**config.mk**
```make
export PLATFORM = sky130hd
export DESIGN_NAME = branch_predict_fetch_flat
export DESIGN_NICKNAME = d
export VERILOG_FILES = /design/src/rtl/branch_predict_fetch_pkg.sv /design/src/rtl/branch_predict_fetch_if.sv /design/src/rtl/branch_predict_fetch_btb_table.sv /design/src/rtl/branch_predict_fetch.sv /design/src/flat_wrapper.sv
export SDC_FILE = /design/constraint.sdc
export NUM_CORES = 2
export LEC_CHECK = 0
export CORE_ASPECT_RATIO = 1.2
export CORE_UTILIZATION = 45
export CTS_CLUSTER_SIZE = 8
export DETAILED_ROUTE_END_ITERATION = 16
export PLACE_DENSITY_LB_ADDON = 0.08
export SLEW_MARGIN = 20
export SYNTH_ARGS = -nofsm -noshare
export SYNTH_HDL_FRONTEND = slang
export SYNTH_SLANG_ARGS = --single-unit
```
**constraint.sdc**
```tcl
create_clock -name clk -period 9.7 [get_ports clk]
set_input_delay 2.425 -clock clk [delete_from_list [all_inputs] [get_ports clk]]
set_output_delay 2.425 -clock clk [all_outputs]
set_load 0.01 [all_outputs]
```
**src/rtl/branch_predict_fetch_pkg.sv**
```systemverilog
// Shared types and counter helpers for the branch-predicting fetch stage.
package rvscc_bp_pkg;

  typedef enum logic [1:0] {
    STRONG_NT = 2'b00,
    WEAK_NT   = 2'b01,
    WEAK_T    = 2'b10,
    STRONG_T  = 2'b11
  } cnt_t;

  function automatic cnt_t sat_inc(input cnt_t c);
    return (c == STRONG_T) ? STRONG_T : cnt_t'(c + 2'b01);
  endfunction

  function automatic cnt_t sat_dec(input cnt_t c);
    return (c == STRONG_NT) ? STRONG_NT : cnt_t'(c - 2'b01);
  endfunction

endpackage

```
**src/rtl/branch_predict_fetch_if.sv**
```systemverilog
// Fetch-side and execute-resolution signals of the branch-predicting front end.
interface branch_predict_fetch_if #(
  parameter int XLEN = 32
);
  logic            stall;
  logic [XLEN-1:0] if_pc;
  logic [XLEN-1:0] if_pc_plus_4;
  logic            if_pred_taken;
  logic [XLEN-1:0] if_pred_target;
  logic            ex_valid;
  logic            ex_is_jump;
  logic [XLEN-1:0] ex_pc;
  logic            ex_taken;
  logic [XLEN-1:0] ex_target;
  logic            ex_pred_taken;
  logic [XLEN-1:0] ex_pred_target;
  logic            mispredict;
  logic [XLEN-1:0] redirect_pc;
  logic [31:0]     perf_branches;
  logic [31:0]     perf_mispredict;

  modport master (
    output stall, ex_valid, ex_is_jump, ex_pc, ex_taken, ex_target,
           ex_pred_taken, ex_pred_target,
    input  if_pc, if_pc_plus_4, if_pred_taken, if_pred_target,
           mispredict, redirect_pc, perf_branches, perf_mispredict
  );

  modport slave (
    input  stall, ex_valid, ex_is_jump, ex_pc, ex_taken, ex_target,
           ex_pred_taken, ex_pred_target,
    output if_pc, if_pc_plus_4, if_pred_taken, if_pred_target,
           mispredict, redirect_pc, perf_branches, perf_mispredict
  );
endinterface

```
**src/rtl/branch_predict_fetch_btb_table.sv**
```systemverilog
// Direct-mapped BTB storage: fetch read port, resolution probe port, one write port.
module branch_predict_fetch_btb_table
  import rvscc_bp_pkg::*;
#(
  parameter int   XLEN        = 32,
  parameter int   BTB_ENTRIES = 16,
  parameter cnt_t CNT_INIT    = WEAK_NT,
  localparam int  IDX         = $clog2(BTB_ENTRIES),
  localparam int  TAG_W       = XLEN - IDX - 2
) (
  input  logic              clk,
  input  logic              reset,
  input  logic [IDX-1:0]    rd_idx,
  output logic              rd_valid,
  output logic [TAG_W-1:0]  rd_tag,
  output logic [XLEN-3:0]   rd_target,
  output logic              rd_is_jump,
  output cnt_t              rd_cnt,
  input  logic [IDX-1:0]    up_idx,
  output logic              up_valid,
  output logic [TAG_W-1:0]  up_tag,
  output cnt_t              up_cnt,
  input  logic              we_entry,
  input  logic              we_cnt,
  input  logic [IDX-1:0]    wr_idx,
  input  logic [TAG_W-1:0]  wr_tag,
  input  logic [XLEN-3:0]   wr_target,
  input  logic              wr_is_jump,
  input  cnt_t              wr_cnt
);

  typedef struct packed {
    logic [TAG_W-1:0] tag;
    logic [XLEN-3:0]  target;
    logic             is_jump;
  } btb_entry_t;

  logic [BTB_ENTRIES-1:0] valid_q, valid_d;
  cnt_t                   cnt_q   [BTB_ENTRIES];
  cnt_t                   cnt_d   [BTB_ENTRIES];
  btb_entry_t             entry_q [BTB_ENTRIES];
  btb_entry_t             entry_d [BTB_ENTRIES];

  // Reads are combinational on the registered contents, so a same-index write shows up next cycle
  assign rd_valid   = valid_q[rd_idx];
  assign rd_tag     = entry_q[rd_idx].tag;
  assign rd_target  = entry_q[rd_idx].target;
  assign rd_is_jump = entry_q[rd_idx].is_jump;
  assign rd_cnt     = cnt_q[rd_idx];
  assign up_valid   = valid_q[up_idx];
  assign up_tag     = entry_q[up_idx].tag;
  assign up_cnt     = cnt_q[up_idx];

  always_comb begin
    valid_d = valid_q;
    cnt_d   = cnt_q;
    entry_d = entry_q;
    if (we_entry) begin
      valid_d[wr_idx] = 1'b1;
      entry_d[wr_idx] = '{tag: wr_tag, target: wr_target, is_jump: wr_is_jump};
    end
    if (we_cnt) cnt_d[wr_idx] = wr_cnt;
  end

  always_ff @(posedge clk) begin
    if (!reset) begin
      valid_q <= '0;
      for (int i = 0; i < BTB_ENTRIES; i++) cnt_q[i] <= CNT_INIT;
    end else begin
      valid_q <= valid_d;
      cnt_q   <= cnt_d;
    end
  end

  // Entry payload is qualified by valid, so it needs no reset
  always_ff @(posedge clk) begin
    entry_q <= entry_d;
  end

endmodule

```
**src/rtl/branch_predict_fetch.sv**
```systemverilog
// Fetch stage: PC register, BTB-driven next-PC prediction, execute-time mispredict and redirect.
module branch_predict_fetch
  import rvscc_bp_pkg::*;
#(
  parameter int              XLEN        = 32,
  parameter int              BTB_ENTRIES = 16,
  parameter logic [XLEN-1:0] RESET_PC    = '0,
  parameter logic [1:0]      CNT_INIT    = 2'b01
) (
  input logic                  clk,
  input logic                  reset,
  branch_predict_fetch_if.slave bus
);

  localparam int              IDX   = $clog2(BTB_ENTRIES);
  localparam int              TAG_W = XLEN - IDX - 2;
  localparam logic [XLEN-1:0] FOUR  = XLEN'(4);

  logic [XLEN-1:0]  pc_q, pc_d;
  logic [31:0]      perf_br_q, perf_br_d, perf_mp_q, perf_mp_d;
  logic [XLEN-1:0]  pc_plus_4, pred_target, redirect_pc;
  logic             lk_hit, up_hit, pred_taken, mispredict;
  logic             rd_valid, rd_is_jump, up_valid, we_entry, we_cnt;
  logic [TAG_W-1:0] rd_tag, up_tag;
  logic [XLEN-3:0]  rd_target;
  cnt_t             rd_cnt, up_cnt, wr_cnt;

  branch_predict_fetch_btb_table #(
    .XLEN(XLEN), .BTB_ENTRIES(BTB_ENTRIES), .CNT_INIT(cnt_t'(CNT_INIT))
  ) u_btb (
    .clk(clk), .reset(reset),
    .rd_idx(pc_q[IDX+1:2]), .rd_valid(rd_valid), .rd_tag(rd_tag),
    .rd_target(rd_target), .rd_is_jump(rd_is_jump), .rd_cnt(rd_cnt),
    .up_idx(bus.ex_pc[IDX+1:2]), .up_valid(up_valid), .up_tag(up_tag), .up_cnt(up_cnt),
    .we_entry(we_entry), .we_cnt(we_cnt), .wr_idx(bus.ex_pc[IDX+1:2]),
    .wr_tag(bus.ex_pc[XLEN-1:IDX+2]), .wr_target(bus.ex_target[XLEN-1:2]),
    .wr_is_jump(bus.ex_is_jump), .wr_cnt(wr_cnt)
  );

  always_comb begin
    pc_plus_4   = pc_q + FOUR;
    lk_hit      = rd_valid && (rd_tag == pc_q[XLEN-1:IDX+2]);
    pred_taken  = lk_hit && (rd_is_jump || rd_cnt == WEAK_T || rd_cnt == STRONG_T);
    pred_target = lk_hit ? {rd_target, 2'b00} : pc_plus_4;
    mispredict  = reset && bus.ex_valid &&
                  ((bus.ex_taken != bus.ex_pred_taken) ||
                   (bus.ex_taken && (bus.ex_target != bus.ex_pred_target)));
    redirect_pc = bus.ex_taken ? bus.ex_target : (bus.ex_pc + FOUR);

    // Redirect wins over stall: the hazard unit flushes the stalled decode slot
    if (mispredict)      pc_d = redirect_pc;
    else if (bus.stall)  pc_d = pc_q;
    else if (pred_taken) pc_d = pred_target;
    else                 pc_d = pc_plus_4;

    up_hit   = up_valid && (up_tag == bus.ex_pc[XLEN-1:IDX+2]);
    we_entry = 1'b0;
    we_cnt   = 1'b0;
    wr_cnt   = up_cnt;
    if (reset && bus.ex_valid) begin
      if (bus.ex_taken) begin
        we_entry = 1'b1;
        we_cnt   = 1'b1;
        wr_cnt   = bus.ex_is_jump ? STRONG_T : (up_hit ? sat_inc(up_cnt) : WEAK_T);
      end else if (up_hit) begin
        we_cnt = 1'b1;
        wr_cnt = sat_dec(up_cnt);
      end
    end

    perf_br_d = perf_br_q;
    perf_mp_d = perf_mp_q;
    if (bus.ex_valid && perf_br_q != 32'hFFFF_FFFF) perf_br_d = perf_br_q + 32'd1;
    if (mispredict && perf_mp_q != 32'hFFFF_FFFF)   perf_mp_d = perf_mp_q + 32'd1;
  end

  always_ff @(posedge clk) begin
    if (!reset) begin
      pc_q      <= RESET_PC;
      perf_br_q <= '0;
      perf_mp_q <= '0;
    end else begin
      pc_q      <= pc_d;
      perf_br_q <= perf_br_d;
      perf_mp_q <= perf_mp_d;
    end
  end

  assign bus.if_pc           = pc_q;
  assign bus.if_pc_plus_4    = pc_plus_4;
  assign bus.if_pred_taken   = pred_taken;
  assign bus.if_pred_target  = pred_target;
  assign bus.mispredict      = mispredict;
  assign bus.redirect_pc     = redirect_pc;
  assign bus.perf_branches   = perf_br_q;
  assign bus.perf_mispredict = perf_mp_q;

endmodule

```
**src/flat_wrapper.sv**
```systemverilog
// flat-port wrapper written by rule: the top's interface ports become plain ports
module branch_predict_fetch_flat import rvscc_bp_pkg::*;
#(
  parameter int              XLEN        = 32,
  parameter int              BTB_ENTRIES = 16,
  parameter logic [XLEN-1:0] RESET_PC    = '0,
  parameter logic [1:0]      CNT_INIT    = 2'b01
)
  (clk, reset, bus_stall, bus_ex_valid, bus_ex_is_jump, bus_ex_pc, bus_ex_taken, bus_ex_target, bus_ex_pred_taken, bus_ex_pred_target, bus_if_pc, bus_if_pc_plus_4, bus_if_pred_taken, bus_if_pred_target, bus_mispredict, bus_redirect_pc, bus_perf_branches, bus_perf_mispredict);
  branch_predict_fetch_if #(.XLEN(XLEN)) bus_i ();
  input logic clk;
  input logic reset;
  input wire logic [$bits(bus_i.stall)-1:0] bus_stall;
  input wire logic [$bits(bus_i.ex_valid)-1:0] bus_ex_valid;
  input wire logic [$bits(bus_i.ex_is_jump)-1:0] bus_ex_is_jump;
  input wire logic [$bits(bus_i.ex_pc)-1:0] bus_ex_pc;
  input wire logic [$bits(bus_i.ex_taken)-1:0] bus_ex_taken;
  input wire logic [$bits(bus_i.ex_target)-1:0] bus_ex_target;
  input wire logic [$bits(bus_i.ex_pred_taken)-1:0] bus_ex_pred_taken;
  input wire logic [$bits(bus_i.ex_pred_target)-1:0] bus_ex_pred_target;
  output wire logic [$bits(bus_i.if_pc)-1:0] bus_if_pc;
  output wire logic [$bits(bus_i.if_pc_plus_4)-1:0] bus_if_pc_plus_4;
  output wire logic [$bits(bus_i.if_pred_taken)-1:0] bus_if_pred_taken;
  output wire logic [$bits(bus_i.if_pred_target)-1:0] bus_if_pred_target;
  output wire logic [$bits(bus_i.mispredict)-1:0] bus_mispredict;
  output wire logic [$bits(bus_i.redirect_pc)-1:0] bus_redirect_pc;
  output wire logic [$bits(bus_i.perf_branches)-1:0] bus_perf_branches;
  output wire logic [$bits(bus_i.perf_mispredict)-1:0] bus_perf_mispredict;
  assign bus_i.stall = bus_stall;
  assign bus_i.ex_valid = bus_ex_valid;
  assign bus_i.ex_is_jump = bus_ex_is_jump;
  assign bus_i.ex_pc = bus_ex_pc;
  assign bus_i.ex_taken = bus_ex_taken;
  assign bus_i.ex_target = bus_ex_target;
  assign bus_i.ex_pred_taken = bus_ex_pred_taken;
  assign bus_i.ex_pred_target = bus_ex_pred_target;
  assign bus_if_pc = bus_i.if_pc;
  assign bus_if_pc_plus_4 = bus_i.if_pc_plus_4;
  assign bus_if_pred_taken = bus_i.if_pred_taken;
  assign bus_if_pred_target = bus_i.if_pred_target;
  assign bus_mispredict = bus_i.mispredict;
  assign bus_redirect_pc = bus_i.redirect_pc;
  assign bus_perf_branches = bus_i.perf_branches;
  assign bus_perf_mispredict = bus_i.perf_mispredict;
  branch_predict_fetch #(.XLEN(XLEN), .BTB_ENTRIES(BTB_ENTRIES), .RESET_PC(RESET_PC), .CNT_INIT(CNT_INIT)) u_core (.clk(clk), .reset(reset), .bus(bus_i));
endmodule
```
# Word level (Yosys, flattened, before mapping)
# Cells that the tools add are included.
# Widths: inputs -> output; s select.
# totals
elab_cells	148
reg_bits	1056
out_inout_bits	194
inputBits	103
# classes
add_sub_neg	6
bitwise_logic	3
n_reduce_logical	14
order_cmp	6
muxes	41
n_eq_ne	10
# op_table
operator	n
$bwmux 912	1
$bmux 57 s4	2
$mux 57	5
$demux 57 s4	1
$mux 32	5
$add 32x1->32 const B	2
$add 32x3->32 const B	2
$ne 32x32->1 const B	2
$eq 26x26->1	2
$bwmux 32	1
$ne 32x32->1	1
$mux 2	12
$bmux 2 s4	2
$or 16x16->16	1
$ge 5x5->1 const B	2
$logic_and 1x1->1	10
$lt 4x5->1 const B	2
$not 4->5	2
$bmux 1 s4	2
$demux 2 s4	1
$mux 1	8
$eq 2x2->1 const B	3
$lt 5x1->1 const B	1
$demux 1 s4	1
other kinds (7)	9

# Depth between registers and ports, before layout
# logic_depth
word_depth	11
mapped_depth	16

# By module
# From an unflattened synthesis, not the netlist that was laid out.
# unflattened
hier_cells	2876
area_unflattened_um2	47366.7
# modules_own_cells
mod	seq_area_each_um2	cells_each	instances	area_each_um2
branch_predict_fetch_btb_table	28347.2	1880	1	39615.5
branch_predict_fetch	1921.8	996	1	7751.2

# Worst setup path before layout
# OpenSTA, ideal clock, no wires.
# synth_path
path_type	input port to output port
start	input bus_ex_pc[5]
end	output bus_redirect_pc[28]
path_stages	11
t_arrival_ns	4.841
setup_slack_ns	2.434
required_ns	7.275
path_cell_list	buf_2 > buf_4 > buf_4 > buf_2 > clkbuf_1 > nand3_1 > nor4_1 > nand3_1 > nor3_1 > xnor2_1 > o21ai_0
# synth_between
elab_chain_cells	2
# synth_rtl
item	line	rtl
start: declaration	flat_wrapper.sv:16	input wire logic [$bits(bus_i.ex_pc)-1:0] bus_ex_pc;
$add 32x3->32	branch_predict_fetch.sv:48	redirect_pc = bus.ex_taken ? bus.ex_target : (bus.ex_pc + FOUR);
$mux 32	branch_predict_fetch.sv:48	
end: declaration	flat_wrapper.sv:26	output wire logic [$bits(bus_i.redirect_pc)-1:0] bus_redirect_pc;
# Every way passes these cells.

# Final worst setup path
# layout_path
start	input bus_ex_pc[16]
end	output bus_redirect_pc[31]
# The elaborated chain is that of the path after synthesis.

==> metrics <==
status=finished, final reports clean; Clock Skews=approximately 0.024 ns; vias in the first global route=between 30,000 and 40,000; Mapped Cells=2,867; Layout area overhead=18.20%; post-synthesis compound-gate area fraction=0.03967; Tcrit/Tclk final=0.9412; slew margin rel.=0.2651; setup ws final=around 0.57 ns; dominant cells by area after synthesis=edfxtp_1, mux4_2, dfxtp_1; hold crit path type=flop to flop; Achievable Freq=109.5 MHz; Worst VDD drop=190.3 µV; antenna violations before repair=8; WL per Instance=34.75 µm; antenna viol nets, final=0; syn nets=2,977; Synth Register Bits=1,056; Top Ports=297; largest area contributor in the netlist=edfxtp_1; TNS Setup=0 ns; 1st-iter DRT viols=3,610; Synth cell types=76; final hold vios=0; RePlAce Congestion=0.9622; critical path arrival=approximately 6.7 ns; RSZ-0062 raised after global routing=no; Data required, critical path=~7.3 ns; I/O Buffers=296; DPL Wire Length=102,900 µm; top-area cell type share of the netlist area=0.5705; Commonest cells post-synth=edfxtp_1, mux4_2, nor2_1, dfxtp_1, nand2_1; core area=105,200 µm²; Post-synth EDFFs=between 900 and 1,000; Place WS=0.7432 ns; clock latency on the worst-skew pair=0.77 ns; post-synthesis simple-gate area fraction=0.05517; worst-path maximum fanout=20; Vias/cell=6.449; final setup vio count=0; wire length on met3=between 10,000 and 15,000 µm; share of the yosys chip area belonging to registers=0.6305; H-Tree Depth=4; # rows=130; vias=30,230; syn_area_per_cell=~17 µm²; maximum buffer depth of the clock tree=3; mux contribution to synthesized area=0.2146; Post-Synth XOR/XNOR Area=0.03266; total track usage=0.3035; count leader, synth=edfxtp_1; drt drc=0; DRT met1 WL=63,650 µm; max-slew violations=0; Critical Path Start Type=input port; drt first pass iters=6; largest family of logic cells by synthesized area=multiplexers; first-pass GRT wire length=229,900 µm; CTS tree=done; setup bufs post-CTS=0; leak pwr=about 18 nW; synthesized cell area=48,010 µm²; # Max-Cap Violations=0; CTS Buf Count=149; power per cell area=191.1 nW/µm²; Highest Signal Layer=met5; total power=approximately 11 mW; hold buffer count at cts=0; Worst setup EP type=primary output; total length of routed wires=between 150,000 and 200,000 µm; Synth Area in Adders=0.001824; Most used DFF post-synth=edfxtp_1; cts repair resizes=0; Sinks on Clock Net=between 1,000 and 1,500; nets=3,342; Synth async-reset ratio=0; Worst-Margin Slew=1.099 ns; GR Overflow Total=0; Initial Util=0.4562; largest net degree at the start of global routing=slightly below 90; crit path kind=input port to primary output; clk root buf=clkbuf_16; Worst-path clk slew=0.05 ns; YS warnings=0; die width=300.2 µm; die area=approximately 110,000 µm²; layout cell share with drive strength beyond 1=0.2196; die height=between 300 and 400 µm; minimum clock period=9.130 ns; met2 WL=79,210 µm
kinds of logic (layout without fill, tap and decap cells):
| logic type | Yosys count | count (layout) |
|---|---|---|
| AO/OA/AOI/OAI | 289 | 289 |
| XOR/XNOR | 179 | 179 |
| adder cells (fa/ha/maj) | 7 | 7 |
| buffers and inverters | 229 | 663 |
| flip-flops | 1056 | 1056 |
| multiplexers | 557 | 557 |
| other | 0 | 1 |
| AND/OR/NAND/NOR | 550 | 550 |
where the power goes:
group	leakage [nW]	total, mW	internal [mW]	switching, mW
Clock	2.01	4.76	2.82	1.94
Combinational	6.73	1.05	0.452	0.602
Sequential	9.37	5.03	4.97	0.0543
Total	18.1	10.8	8.25	2.60
layer usage:
| layer | global-route usage | up-vias |
|---|---|---|
| li1 | - | 12260 |
| met1 | 0.4058 | 16010 |
| met2 | 0.4870 | 1675 |
| met3 | 0.06929 | 285 |
| met4 | 0.1063 | 6 |
| met5 | 0 | - |
flip-flops by register name (all words and copies together) (netlist names):
| signal | cells |
|---|---|
| u_core.u_btb.entry_q | 912 |
| u_core.u_btb.valid_q | 16 |
| u_core.bus.perf_mispredict | 32 |
| u_core.bus.perf_branches | 32 |
| u_core.u_btb.cnt_q | 32 |
| u_core.bus.if_pc | 32 |
placed cells by master, fill, tap and decap left out, types with 15 or more instances in the layout:
cell	instances
inv_1	45
nor3_1	44
xnor2_1	103
mux2i_1	129
a31oi_1	17
and3_1	22
mux2_2	58
o21ai_0	65
a22oi_1	18
buf_4	97
a32oi_1	17
nand4_1	32
nand2_1	144
dfxtp_1	141
edfxtp_1	912
clkbuf_1	56
nand3_1	55
o22ai_1	36
xor2_1	76
clkdlybuf4s50_1	291
clkbuf_16	150
or3_1	15
and2_1	18
a21oi_1	55
mux4_2	355
nor2_1	151
path summary, 6_finish.rpt:
check	cells after the start	slack, ns	startpoint	end
worst max-delay path	8	0.57	bus_ex_pc[16]	bus_redirect_pc[31]
worst min-delay path	2	0.48	u_core.u_btb.cnt_q[23]	u_core.u_btb.cnt_q[23]
worst max register to register	11	4.45	u_core.bus.if_pc[3]	u_core.bus.if_pc[4]
worst min register to register	2	0.48	u_core.u_btb.cnt_q[23]	u_core.u_btb.cnt_q[23]
worst max-delay path, cell delays in order:
cell             delay, ns
clkdlybuf4s50_1       0.94
nand4_1               0.27
nor4_2                0.53
nand3_1               0.60
nor3_1                0.41
xnor2_1               0.13
o21ai_0               0.68
clkdlybuf4s50_1       0.69
layout make-up:
| class | instances | area, µm² |
|---|---|---|
| Inverter | 48 | 183.9 |
| Sequential cell | 1056 | 30280 |
| Tap cell | 1386 | 1734 |
| Timing Repair Buffer | 395 | 3731 |
| Clock buffer | 206 | 3964 |
| Fill cell | 8336 | 48490 |
| Multi-Input combinational cell | 1582 | 16620 |
| Antenna cell | 1 | 2.502 |
| Clock inverter | 14 | 225.2 |
through the flow:
step | std cells | util | hold slack (ns) | cell area, µm²
final | 4688 | 0.5392 | 0.4818 | 56750
after global routing | 4687 | 0.5392 | 0.5008 | 56740
after CTS | 4687 | 0.5391 | 0.4820 | 56740
after detailed placement | 4467 | 0.4993 | 0.4684 | 52550
after global placement | 4467 | 0.4992 | 0.4585 | 52530
after floorplan | 2867 | - | 0.4470 | 48010
Power figures use the tool's default switching activity.
